## src/rtl/mem_access_pkg.sv

```systemverilog
// Shared definitions for the MEM-stage access unit: request opcodes, RMW FSM
// states and big-endian lane-position helpers.
package mem_access_pkg;

   localparam logic [3:0] OP_NONE = 4'd0;
   localparam logic [3:0] OP_LW   = 4'd1;
   localparam logic [3:0] OP_LH   = 4'd2;
   localparam logic [3:0] OP_LHU  = 4'd3;
   localparam logic [3:0] OP_LB   = 4'd4;
   localparam logic [3:0] OP_LBU  = 4'd5;
   localparam logic [3:0] OP_SW   = 4'd8;
   localparam logic [3:0] OP_SH   = 4'd9;
   localparam logic [3:0] OP_SB   = 4'd10;

   typedef enum logic {
      IDLE      = 1'b0,
      RMW_WRITE = 1'b1
   } stateT;

   localparam logic [31:0] BYTE_MASK = 32'h0000_00FF;
   localparam logic [31:0] HALF_MASK = 32'h0000_FFFF;

   // Big-endian: byte offset 0 lives in [31:24], so its lane sits 24 bits up.
   function automatic logic [4:0] byteShift(input logic [1:0] offset);
      return 5'd24 - {offset, 3'b000};
   endfunction

   function automatic logic [4:0] halfShift(input logic [1:0] offset);
      return offset[1] ? 5'd0 : 5'd16;
   endfunction

endpackage

```

## src/rtl/load_aligner.sv

```systemverilog
// Picks the addressed byte/halfword lane out of a memory word and extends it
// to full width for the write-back stage.
module load_aligner
   import mem_access_pkg::*;
#(
   parameter int bits = 32
) (
   input  logic [3:0]      req_op,
   input  logic [1:0]      byteOffset,
   input  logic [bits-1:0] mem_read_data,
   output logic [bits-1:0] load_data
);

   logic [bits-1:0] byteWord;
   logic [bits-1:0] halfWord;
   logic [7:0]      byteLane;
   logic [15:0]     halfLane;

   always_comb begin
      byteWord = mem_read_data >> byteShift(byteOffset);
      halfWord = mem_read_data >> halfShift(byteOffset);
      byteLane = byteWord[7:0];
      halfLane = halfWord[15:0];
   end

   always_comb begin
      load_data = '0;
      case (req_op)
         OP_LW:   load_data = mem_read_data;
         OP_LH:   load_data = {{(bits-16){halfLane[15]}}, halfLane};
         OP_LHU:  load_data = {{(bits-16){1'b0}}, halfLane};
         OP_LB:   load_data = {{(bits-8){byteLane[7]}}, byteLane};
         OP_LBU:  load_data = {{(bits-8){1'b0}}, byteLane};
         default: load_data = '0;
      endcase
   end

endmodule

```

## src/rtl/mem_access_unit.sv

```systemverilog
// MEM-stage front end for a word-only data memory: sub-word loads are lane
// selected, sub-word stores run a one-stall read-modify-write.
module mem_access_unit
   import mem_access_pkg::*;
#(
   parameter int bits = 32
) (
   input  logic            clk,
   input  logic            reset_n,
   input  logic [3:0]      req_op,
   input  logic [bits-1:0] req_address,
   input  logic [bits-1:0] req_store_data,
   output logic [bits-1:0] load_data,
   output logic            stall,
   output logic            misaligned,
   output logic            fault_valid,
   output logic [bits-1:0] fault_address,
   output logic [bits-1:0] mem_address,
   output logic [bits-1:0] mem_write_data,
   input  logic [bits-1:0] mem_read_data,
   output logic            mem_write,
   output logic            mem_read
);

   stateT           stateReg, stateNext;
   logic [bits-1:0] mergeReg;
   logic [bits-1:0] addrReg;
   logic            faultValidReg;
   logic [bits-1:0] faultAddrReg;

   logic [bits-1:0] wordAddr;
   logic [bits-1:0] laneMask;
   logic [bits-1:0] laneData;
   logic [bits-1:0] mergeWord;
   logic [bits-1:0] alignedData;
   logic            loadEnable;

   assign wordAddr = {req_address[bits-1:2], 2'b00};

   always_comb begin
      misaligned = 1'b0;
      case (req_op)
         OP_LW, OP_SW:          misaligned = |req_address[1:0];
         OP_LH, OP_LHU, OP_SH:  misaligned = req_address[0];
         default:               misaligned = 1'b0;
      endcase
   end

   // Merge word: the fetched memory word with only the target lane replaced.
   always_comb begin
      if (req_op == OP_SH) begin
         laneMask = HALF_MASK << halfShift(req_address[1:0]);
         laneData = (req_store_data & HALF_MASK) << halfShift(req_address[1:0]);
      end else begin
         laneMask = BYTE_MASK << byteShift(req_address[1:0]);
         laneData = (req_store_data & BYTE_MASK) << byteShift(req_address[1:0]);
      end
      mergeWord = (mem_read_data & ~laneMask) | laneData;
   end

   load_aligner #(
      .bits(bits)
   ) uLoadAligner (
      .req_op       (req_op),
      .byteOffset   (req_address[1:0]),
      .mem_read_data(mem_read_data),
      .load_data    (alignedData)
   );

   always_comb begin
      stateNext      = stateReg;
      stall          = 1'b0;
      mem_read       = 1'b0;
      mem_write      = 1'b0;
      mem_address    = wordAddr;
      mem_write_data = req_store_data;
      loadEnable     = 1'b0;
      case (stateReg)
         IDLE: begin
            if (!misaligned) begin
               case (req_op)
                  OP_LW, OP_LH, OP_LHU, OP_LB, OP_LBU: begin
                     mem_read   = 1'b1;
                     loadEnable = 1'b1;
                  end
                  OP_SW: mem_write = 1'b1;
                  OP_SH, OP_SB: begin
                     mem_read  = 1'b1;
                     stall     = 1'b1;
                     stateNext = RMW_WRITE;
                  end
                  default: ;
               endcase
            end
         end
         RMW_WRITE: begin
            mem_write      = 1'b1;
            mem_address    = addrReg;
            mem_write_data = mergeReg;
            stateNext      = IDLE;
         end
         default: stateNext = IDLE;
      endcase
      // Reset must also kill a write already in flight in RMW_WRITE.
      if (!reset_n) begin
         stall      = 1'b0;
         mem_read   = 1'b0;
         mem_write  = 1'b0;
         loadEnable = 1'b0;
      end
   end

   assign load_data = loadEnable ? alignedData : '0;

   always_ff @(posedge clk or negedge reset_n) begin
      if (!reset_n) begin
         stateReg      <= IDLE;
         mergeReg      <= '0;
         addrReg       <= '0;
         faultValidReg <= 1'b0;
         faultAddrReg  <= '0;
      end else begin
         stateReg <= stateNext;
         if (stateReg == IDLE && stall) begin
            mergeReg <= mergeWord;
            addrReg  <= wordAddr;
         end
         if (stateReg == IDLE && misaligned && !faultValidReg) begin
            faultValidReg <= 1'b1;
            faultAddrReg  <= req_address;
         end
      end
   end

   assign fault_valid   = faultValidReg;
   assign fault_address = faultAddrReg;

endmodule

```

## config.mk

```make
export PLATFORM = sky130hd
export DESIGN_NAME = mem_access_unit
export DESIGN_NICKNAME = d
export VERILOG_FILES = /design/src/rtl/mem_access_pkg.sv /design/src/rtl/load_aligner.sv /design/src/rtl/mem_access_unit.sv
export SDC_FILE = /design/constraint.sdc
export NUM_CORES = 1
export LEC_CHECK = 0
export BUFFER_PORTS_ARGS = -buffer_cell sky130_fd_sc_hd__buf_2
export CAP_MARGIN = 10
export CORE_AREA = 10 10 122 124
export CTS_BUF_LIST = sky130_fd_sc_hd__clkbuf_8 sky130_fd_sc_hd__clkbuf_16
export CTS_CLUSTER_DIAMETER = 100
export DETAILED_ROUTE_END_ITERATION = 8
export DIE_AREA = 0 0 132 134
export GPL_TIMING_DRIVEN = 1
export PLACE_DENSITY = 0.81
export SLEW_MARGIN = 20
export SYNTH_ARGS = -nofsm -noshare
export SYNTH_HDL_FRONTEND = slang
export SYNTH_HIERARCHICAL = 1
export SYNTH_SLANG_ARGS = --single-unit
```

## constraint.sdc

```tcl
create_clock -name clk -period 3.4 [get_ports clk]
set_input_delay 0.85 -clock clk [delete_from_list [all_inputs] [get_ports clk]]
set_output_delay 0.85 -clock clk [all_outputs]
set_load 0.05 [all_outputs]
```

After elaboration in Yosys (flattened, before gate mapping):

Index checks and enable logic that the tools add are counted.

* add/subtract/negate cells: 1
* multipliers: 0
* div/mod/pow operators: 0
* order comparisons: 0
* equal/unequal tests: 8
* shifts and indexed selects: 6
* mux-type cells: 25
* bitwise gates (word level): 4
* reduce and logical (&&, ||, !) cells: 10

Operators by type and width (number)
* two-way mux 32 bit: 5
* one-hot mux 32 bit (5 select lines): 1
* AND 32 bit: 1
* NOT 32 bit: 1
* bitwise OR 32 bit: 1
* left shift 16 x 5 -> 32 bit: 1
* left shift 16 x 5 -> 32 bit, first input constant: 1
* left shift 8 x 5 -> 32 bit: 1
* left shift 8 x 5 -> 32 bit, first input constant: 1
* right shift 32 x 5 -> 16 bit: 1
* right shift 32 x 5 -> 8 bit: 1
* two-way mux 1 bit: 15
* == test 4 bit, second input constant: 3
* == test 4 x 2 -> 1 bit, second input constant: 2
* == test 4 x 3 -> 1 bit, second input constant: 2
* OR reduction 7 bit: 1
* one-hot mux 1 bit (2 select lines): 3
* OR reduction 2 bit: 3
* two-way mux 5 bit: 1
* OR reduction 5 bit: 1
* subtractor 5 bit, first input constant: 1
* == test 4 x 1 -> 1 bit, second input constant: 1
* logical AND 1 bit: 3
* OR reduction 3 bit: 1
* other kinds (2): 2

* register bits: 96
* bits in latches: 0
* bits in writable memories: 0
* memory bits (read-only): 0
* input port bits: 102
* output and inout bits: 133
* word-level logic and storage cells: 59
* memories: 0

Depth between registers and ports, before layout:

* depth after elaboration: 7
* mapped depth: 7
* depth with buffers taken out: 5

Modules after synthesis:

The synthesis kept the hierarchy.

Modules (own cells, without submodules)
* mem_access_unit: times used 1, cells each 456, area each 5446.5 µm²
* load_aligner: times used 1, cells each 100, area each 713.2 µm²

Worst setup path after synthesis:

OpenSTA, ideal clock, no wires.

* path type: input to output
* from: input req_op[3]
* to: output load_data[0]
* data arrival time: 2939 ps
* path slack: -389 ps
* stages: 7
* path buffers: 2
* cell sequence: buf_4 > or4b_1 > buf_2 > nor2_1 > a221o_1 > inv_1 > nor3_1

* elaborated cells between the ends (all ways): 17
* those cells by class: 7 x eq/ne; 7 x mux; 3 x reduce/logical

RTL lines
* from (decl): line mem_access_unit.sv:10 `input logic [3:0] req_op,`
* == test 4 x 3 -> 1 bit (tied with other cells): line load_aligner.sv:28 `case (req_op)`
* one-hot mux 32 bit (5 select lines) *: line load_aligner.sv:28
* named net alignedData[0]: line mem_access_unit.sv:35 `logic [bits-1:0] alignedData;`
* two-way mux 32 bit *: line mem_access_unit.sv:113 `assign load_data = loadEnable ? alignedData : '0;`
* to (decl): line mem_access_unit.sv:13 `output logic [bits-1:0] load_data,`

Mark *: on every way through the listed nets, which the timed path passes. The rest lies on a longest branch.

Final worst setup path:

* from: input req_address[0]
* to: output load_data[13]

* elaborated cells between the ends (all ways): 9
* those cells by class: 1 x add/sub; 1 x shift; 6 x mux; 1 x reduce/logical

RTL lines
* from (decl): line mem_access_unit.sv:11 `input logic [bits-1:0] req_address,`
* subtractor 5 bit: line mem_access_pkg.sv:25 `return 5'd24 - {offset, 3'b000};`
* right shift 32 x 5 -> 8 bit: line load_aligner.sv:20 `byteWord = mem_read_data >> byteShift(byteOffset);`
* one-hot mux 32 bit (5 select lines): line load_aligner.sv:28
* named net alignedData[13]: line mem_access_unit.sv:35
* two-way mux 32 bit: line mem_access_unit.sv:113

The timed path passes the listed nets, and every way through them passes these cells.

==> results.yml <==
outcome:
  status: "completed"
critical_path:
  worst_setup_path_end_kind: "output pin"
  arrival_ns: 2.50
  worstPathRequired_ns: 2.55
  r2r_cells: 4
  cp_max_fo: 14
  rr_startpoint: "stateReg$_DFF_PN0_"
  path_class: "in -> out"
  r2r_slack_ns: 1.20
  rr_endpoint: "mergeReg[0]$_DFFE_PN0P_"
  start_kind: "input pin"
synthesis:
  async_flop_share: 1.00
  avgSynthCellArea_um2: 11.1
  synth_warnings: 6
  ys.flop_type: "dfrtp_1"
  synth_cell_types: 52
  ys_seq_area_frac: 0.390
  synth_area_leader_cell: "dfrtp_1"
  synth_fa_ha_area_frac: 0
  synthTopCellsByArea: "dfrtp_1, mux2_2, mux2_4, mux2i_1, inv_1"
  netlist_instances: 556
  synth_top_family_by_area: "multiplexers"
  synthSimpleGateAreaFrac: 0.0997
  synth_mux_area_frac: 0.354
  syn_area_um2: 6160
  synth_xor_xnor_area_share: 0.00142
  synth_compound_area_frac: 0.0776
  ys_seq_elements: 96
  synth_top_area_share: 0.390
  synth_edf_count: 0
drt:
  vias_per_cell: 5.37
  via_count: 5184
  drc: 0
  first_pass_iters: 6
  wl_um: 19400
  antenna_left: 0
  avgRoutedWirePerCell_um: 20.1
  drt_iter0_drc: 436
cts:
  ctsRootBufferMaster: "clkbuf_16"
  h-tree-depth: 3
  cts-buffers-inserted: 9
  cts_tree: "built"
  cts_sinks: 96
  cts.clk_slew.worst_paths_ns: 0.07
  clock_latency_ns: 0.34
  clockBufferDepth: 2
sta:
  skew_ns: 0.0101
  setup_slack_ns: 0.0509
  final_max_slew_viol_count: 0
  setup_viol: 0
  worst_pin_slew_ns: 1.05
  timing.final.crit_share: 0.985
  min_period_ns: 3.35
  final-hold-violation-count: 0
  relSlewSlack: 0.301
  fmax_mhz: 299
place:
  hpwl_um: 14900
  pre_cts_slack_ns: 0.0404
  port_buffers: 232
  gp_congestion: 1.00
  placed_cells: 947
floorplan:
  die_w_um: 132
  start_util: 0.494
  fp.dieH_um: 134
  rows: 41
  ioPinCount: 235
  fp.coreArea_um2: 12500
  die_area_um2: 17700
run:
  cap_violations: 0
power:
  power.leakage_nw: 4.11
  power.density_nw_per_um2: 571
  vdd_drop_max_mv: 0.395
layout:
  stdcell_count: 965
  drive_gt1_frac: 0.544
  multiInputGateArea_um2: 3350
  area_growth_pct: 28.8
  fill_cells: 1035
  utilization: 0.636
  register_area_um2: 2400
  nets: 890
  n_antenna_cell: 0
global_routing:
  grt_usage: 0.209
  antenna_found_initial: 0
  gr-total-overflow: 0
  grt_pass1_wl_um: 30100
  grt_pass1_vias: 5456
  grt_max_degree: 65
min_path:
  min_path_type: "in -> async"
==> metrics by stage <==
step,TNS (ns),hold WS [ns],power [mW],instance area [µm²]
after CTS,0,0.382,4.56,7880
after detailed placement,0,0.470,3.51,7570
after floorplan,-11.07,0.459,3.03,6180
after global routing,-0.0234,0.379,4.75,7930
after global placement,0,0.463,3.46,7570
final,0,0.385,4.53,7930
==> per-layer routing <==
| layer | vias up | GRT usage | part of all wire |
|---|---|---|---|
| met3 | 41 | 0.0702 | 0.085 |
| met1 | 2477 | 0.248 | 0.41 |
| met4 | 0 | 0.0711 | 0.023 |
| met2 | 231 | 0.346 | 0.48 |
| li1 | 2435 | - | - |
| met5 | - | 0 | 0 |
==> sequential cells by signal, indices dropped and copies added (netlist names) <==
| register | count |
|---|---|
| addrReg | 30 |
| mergeReg | 32 |
| stateReg | 1 |
| fault_address | 32 |
| fault_valid | 1 |
==> cell type report <==
class                           count  area share
Clock buffer                       10      0.0301
Clock inverter                      6     0.00852
Inverter                           61      0.0289
Multi-Input combinational cell    360       0.423
Sequential cell                    96       0.303
Tap cell                          172      0.0271
Timing Repair Buffer              260       0.180
==> timing repair <==
action | CTS | global route
resized for setup | 0 | 12
setup endpoints to repair | 0 | 24
buffers inserted | 0 | 2
hold buffers | 0 | 0
==> cells by family after synthesis <==
kind of cell           Yosys count
multiplexers                   183
other                            1
XOR/XNOR                         1
flip-flops                      96
AO/OA/AOI/OAI                   63
buffers and inverters          101
AND/OR/NAND/NOR                111
==> Yosys cell counts (12+ instances only) <==
library cell  number
clkbuf_1          12
o21ai_0           16
nand2_1           25
nor3_1            32
mux2i_1           32
mux2_2            93
mux2_4            43
nand3_1           16
nor2_1            19
o22ai_1           16
mux2_1            15
inv_1             60
dfrtp_1           96
==> cells in the final DEF (no fill, tap or decap), types with 7 or more instances in the layout <==
cell | synthesis | routed
a221o_1 | 7 | 7
a32oi_1 | 7 | 7
buf_2 | 9 | 225
buf_4 | 7 | 29
clkbuf_16 | 0 | 9
dfrtp_1 | 96 | 95
inv_1 | 60 | 61
mux2_1 | 15 | 15
mux2_2 | 93 | 93
mux2_4 | 43 | 43
mux2i_1 | 32 | 32
nand2_1 | 25 | 25
nand3_1 | 16 | 16
nor2_1 | 19 | 19
nor3_1 | 32 | 29
o21ai_0 | 16 | 16
o22ai_1 | 16 | 16
==> worst max-delay path by stage <==
stage / to / from
after floorplan: load_data[0] / req_op[3]
after global placement: load_data[0] / req_op[1]
after detailed placement: mergeReg[0]$_DFFE_PN0P_ / req_address[1]
after CTS: load_data[4] / req_op[1]
after global routing: load_data[0] / req_op[1]
final: load_data[13] / req_address[0]
==> power breakdown <==
group	switching [mW]	internal [mW]
logic	1.15	0.646
registers	0.202	1.50
clock network	0.435	0.596
==> critical path, cell delays in order <==
cell and delay (ns):
buf_2 0.19, buf_4 0.25, and2_1 0.18, a32oi_2 0.20
o21ai_0 0.25, inv_1 0.06, nor3_1 0.19, buf_2 0.30
Note: power is estimated with default switching activity, not from simulation.
